==> src/rtl/sitcpxg_tx_arbiter.sv <==
// rtl/sitcpxg_tx_arbiter.sv - round-robin scheduler sharing the SiTCPXG TCP transmit port
module sitcpxg_tx_arbiter #(
  parameter int NCH       = 4,
  parameter int MAX_BURST = 64
) (
  input  logic                XGMII_CLOCK,
  input  logic                RSTn,
  input  logic                SESSION_EST,
  input  logic                CLOSE_REQ,
  output logic                CLOSE_ACK,
  input  logic                TX_AFULL,
  output logic [63:0]         TX_D,
  output logic [3:0]          TX_B,
  input  logic [NCH-1:0]      CH_VALID,
  input  logic [NCH-1:0]      CH_LAST,
  input  logic [NCH*64-1:0]   CH_D,
  input  logic [NCH*4-1:0]    CH_B,
  output logic [NCH-1:0]      CH_READY,
  output logic [2:0]          GNT_ID,
  output logic                GNT_ACT,
  output logic                ERR_LEN
);

  typedef enum logic [1:0] {S_IDLE, S_GRANT, S_DRAIN, S_ACK} state_t;

  state_t      state;
  logic [2:0]  ptr;
  logic [7:0]  count;
  logic [7:0]  count_inc;
  logic        burst_done;
  logic [2:0]  win_id;
  logic        win_any;
  logic        sel_valid;
  logic        sel_last;
  logic [63:0] sel_d;
  logic [3:0]  sel_b;
  logic        bad_len;
  logic        accept;

  // Lowest offset from ptr+1 wins, so scan offsets from the far end downwards.
  always_comb begin
    win_id = '0;
    for (int k = NCH; k >= 1; k--) begin
      for (int j = 0; j < NCH; j++) begin
        if (CH_VALID[j] && (j == (int'(ptr) + k) % NCH)) win_id = 3'(j);
      end
    end
  end

  assign win_any = |CH_VALID;

  always_comb begin
    sel_valid = 1'b0;
    sel_last  = 1'b0;
    sel_d     = '0;
    sel_b     = '0;
    for (int i = 0; i < NCH; i++) begin
      if (GNT_ID == 3'(i)) begin
        sel_valid = CH_VALID[i];
        sel_last  = CH_LAST[i];
        sel_d     = CH_D[64*i +: 64];
        sel_b     = CH_B[4*i +: 4];
      end
    end
  end

  assign accept = (state == S_GRANT) && sel_valid && !TX_AFULL && SESSION_EST && !CLOSE_REQ;

  always_comb begin
    CH_READY = '0;
    for (int i = 0; i < NCH; i++) begin
      CH_READY[i] = accept && (GNT_ID == 3'(i));
    end
  end

  assign count_inc  = (count >= 8'(MAX_BURST)) ? count : count + 8'd1;
  assign burst_done = (count_inc == 8'(MAX_BURST));
  assign bad_len    = (sel_b > 4'd8);

  always_ff @(posedge XGMII_CLOCK or negedge RSTn) begin
    if (!RSTn) begin
      state     <= S_IDLE;
      ptr       <= 3'(NCH - 1);
      count     <= '0;
      GNT_ID    <= '0;
      GNT_ACT   <= 1'b0;
      TX_D      <= '0;
      TX_B      <= '0;
      CLOSE_ACK <= 1'b0;
      ERR_LEN   <= 1'b0;
    end else begin
      TX_B <= '0;
      if (accept) begin
        TX_D <= sel_d;
        TX_B <= bad_len ? 4'd0 : sel_b;
        if (bad_len) ERR_LEN <= 1'b1;
      end

      // Session loss overrides everything; close requests override normal arbitration.
      if (!SESSION_EST) begin
        state     <= S_IDLE;
        count     <= '0;
        GNT_ACT   <= 1'b0;
        CLOSE_ACK <= 1'b0;
      end else if (CLOSE_REQ && (state == S_IDLE || state == S_GRANT)) begin
        state   <= S_DRAIN;
        count   <= '0;
        GNT_ACT <= 1'b0;
      end else begin
        case (state)
          S_IDLE: begin
            if (win_any) begin
              GNT_ID  <= win_id;
              GNT_ACT <= 1'b1;
              state   <= S_GRANT;
            end
          end
          S_GRANT: begin
            if (accept) begin
              if (sel_last || burst_done) begin
                state   <= S_IDLE;
                ptr     <= GNT_ID;
                count   <= '0;
                GNT_ACT <= 1'b0;
              end else begin
                count <= count_inc;
              end
            end
          end
          S_DRAIN: begin
            state     <= S_ACK;
            CLOSE_ACK <= 1'b1;
          end
          S_ACK: begin
            if (!CLOSE_REQ) begin
              state     <= S_IDLE;
              CLOSE_ACK <= 1'b0;
            end
          end
          default: state <= S_IDLE;
        endcase
      end
    end
  end

endmodule

==> config.mk <==
export PLATFORM = sky130hd
export DESIGN_NAME = sitcpxg_tx_arbiter
export DESIGN_NICKNAME = d
export VERILOG_FILES = /design/src/rtl/sitcpxg_tx_arbiter.sv
export SDC_FILE = /design/constraint.sdc
export NUM_CORES = 1
export LEC_CHECK = 0
export ABC_AREA = 1
export CELL_PAD_IN_SITES_DETAIL_PLACEMENT = 0
export CELL_PAD_IN_SITES_GLOBAL_PLACEMENT = 1
export CORE_MARGIN = 8
export CORE_UTILIZATION = 21
export DETAILED_ROUTE_END_ITERATION = 6
export PLACE_DENSITY_LB_ADDON = 0.25
export RECOVER_POWER = 100
export SLEW_MARGIN = 10
export SYNTH_ARGS = -nofsm -noshare
export SYNTH_HDL_FRONTEND = slang
export SYNTH_SLANG_ARGS = --single-unit
==> constraint.sdc <==
create_clock -name XGMII_CLOCK -period 1.75 [get_ports XGMII_CLOCK]
set_clock_uncertainty 0.05 [all_clocks]
set_input_delay 0.175 -clock XGMII_CLOCK [delete_from_list [all_inputs] [get_ports XGMII_CLOCK]]
set_output_delay 0.175 -clock XGMII_CLOCK [all_outputs]
set_load 0.01 [all_outputs]
==> qor.csv <==
metric;value;unit
slew_violations;0;
synthCells;811;
nets;1528;
slowest_delay;0.41;ns
required;1.52;ns
drt_drc_violations_left;0;
grt_util_all_layers;0.193;
cts_tree;built;
synthTopCellsByArea;dfrtp_1, nand2_1, nand3_1;
synth_largest_area_cell;dfrtp_1;
p_comb_frac;0.669;
viasPerCell;4.58;
muxShareOfSynthArea;0;
violations;setup timing;
path_cells;nor2_4 > nand2_2 > nor4_4 > inv_1 > or2_4 > nor2_2 > buf_2;
worstSetupPathType;register to output port;
drt_iter0_markers;321;
crit_arrival;1.84;ns
finalWirelength;31700;um
ys_types;36;
switching_power;6890;uW
cts_root_buf;clkbuf_16;
p_leak;0.00519;uW
dieArea;31000;um^2
antenna_found_initial;0;
grt_overflow;0;
rsz0062_at_grt;yes;
design.core.area;25200;um^2
ys_seq_area_frac;0.396;
fin_ws;-0.314;ns
io_buffers;361;
cts_sinks;85;
dpl.hpwl;21400;um
syn_area;5380;um^2
end_kind;output port;
num_vias;7223;
first_pass_iters;5;
p_sw_frac;0.442;
drv_cap;0;
vdd_drop_max;765;uV
clk_latency;0.34;ns
async_flop_share;1.00;
period_minus_slack;2.06;ns
relSlewSlack;0.161;
ys_top_cells_by_count;nand2_1, nand3_1, dfrtp_1, o21ai_0, nand4_1;
syn_nets;1097;
status;finished, violations left;
busiest_layer;met2;
cp-start-kind;register;
grt_max_degree;86;
avgSynthCellArea;6.64;um^2
post_drt_wl_per_cell;20.1;um
antenna_cells;0;
fp.dieW;176;um
synth_most_common_cell;nand2_1;
synthFlopType;dfrtp_1;
dp_slack;-0.548;ns
powerDensity;1310;nW/um^2
grtUsageMet1;0.217;
synth_top_family_by_area;simple AND/OR/NAND/NOR gates;
ys_ff_latch;85;
synth_compound_area_frac;0.112;
io_pins;363;
die_h;176;um
cts_max_path_buffers;2;
finalSetupViolCount;83;
htree_levels;3;
p_int;8690;uW
ant_nets;0;
place_congestion;0.822;
r2r_slack;-0.29;ns
hold_path.class;input pin to register;
numCtsBuffers;9;
yosysWarnings;0;
grt_pass1_wl;45800;um
pwr-share-clk;0.116;
clk_pin_slew;0.07;ns
synth_edf_count;0;
synth_xor_area_frac;0.00651;
cp_max_fo;2;
max_freq;0.485;GHz
synth-simple-area-share;0.414;
power.total;15600;uW
crit_family;simple AND/OR/NAND/NOR gates;
hold_viol_final;0;
synth_top_area_frac;0.386;
synthAdderAreaFrac;0.00232;
drive_gt1_frac;0.245;
timing.final.crit_share;1.18;
synthToLayoutAreaGrowth;122;%
seqPwrFrac;0.215;
worst-path-buf-inv;2;
grt_pass1_vias;7715;
gr-usage-met3;0.0622;
use_met2;0.333;
rows;58;
worst_pin_slew;1.26;ns
cp_slowest_cell;dfrtp_1;
initial_core_util;0.214;
layer usage:
layer,vias to the layer above,part of all wire
met4,0,0.033
met1,3313,0.39
li1,3559,-
met5,-,0
met2,308,0.49
met3,43,0.086
power groups by stage:
stage               clock network [uW]  registers (uW)  logic, uW
floorplan                            0            3550       3480
global placement                     0            3220       8380
detailed placement                   0            3220       8300
CTS                               1870            3250       9600
global route                      1960            3450      11200
finish                            1800            3350      10400
area by class of cell:
class	instances	area [um^2]
Clock buffer	11	243
Clock inverter	4	25.0
Fill cell	2465	13300
Inverter	34	171
Multi-Input combinational cell	639	3730
Sequential cell	85	2130
Tap cell	330	413
Timing Repair Buffer	473	5220
cells in the final DEF, fill, tap and decap left out, types with 3 or more instances in the layout:
cell	netlist	layout
clkdlybuf4s50_1	0	354
nand2_1	342	245
nand3_1	99	91
dfrtp_1	83	81
nand2_2	2	53
buf_4	4	52
nand2_4	1	44
o21ai_0	83	43
nand4_1	40	40
inv_1	28	25
o21ai_1	6	23
o21ai_2	0	22
buf_12	0	20
clkbuf_16	0	14
buf_16	0	14
nor2_1	23	13
a21oi_1	13	11
buf_6	1	10
nor2_4	1	9
nand3_2	0	7
buf_8	0	7
inv_2	6	5
nor2_2	1	3
nand2_8	0	3
bufbuf_16	0	3
buf_2	17	3
metrics by stage:
stage | util | cells | hold slack [ns] | setup TNS, ns | cell area, um^2
finish | 0.474 | 1576 | 0.416 | -17.88 | 11900
global route | 0.474 | 1576 | 0.404 | -37.43 | 11900
CTS | 0.443 | 1560 | 0.397 | -12.98 | 11200
detailed placement | 0.389 | 1510 | 0.219 | -25.97 | 9790
global placement | 0.389 | 1510 | 0.210 | -23.50 | 9790
floorplan | - | 811 | -0.171 | -0.0314 | 5450
worst paths after layout:
| check | from | to | cells after the start |
|---|---|---|---|
| setup reg to reg | GNT_ID[0] | ERR_LEN | 12 |
| hold reg to reg | ERR_LEN | ERR_LEN | 1 |
| setup / recovery | state[1] | CH_READY[0] | 7 |
| hold / removal | CH_D[255] | TX_D[63] | 3 |
| max in group asynchronous | RSTn | GNT_ID[0] | 3 |
| min in group asynchronous | RSTn | TX_D[16] | 3 |
registers in the layout (all words and copies together) (netlist names):
signal / cells
CLOSE_ACK: 1
ERR_LEN: 1
GNT_ACT: 1
GNT_ID: 2
TX_B: 4
TX_D: 64
count: 8
ptr: 2
state: 2
kinds of logic after synthesis:
family                   count (synthesis)
AND/OR/NAND/NOR                        520
AO/OA/AOI/OAI                          113
buffers and inverters                   87
flip-flops                              85
XOR/XNOR                                 4
adder cells (fa/ha/maj)                  1
other                                    1
timing repair:
item | CTS | global route
pin swaps | 24 | 36
hold endpoints to repair | 83 | 0
resized for setup | 200 | 150
setup buffers | 22 | 11
gates cloned | 15 | 6
endpoints found under the setup margin | 87 | 87
hold buffers | 1 | 0
tightest hold or removal path: stages:
cell,delay (ns)
clkdlybuf4s50_1,0.40
a21oi_1,0.12
o21ai_1,0.08
Note: power is estimated with default switching activity, not from simulation.
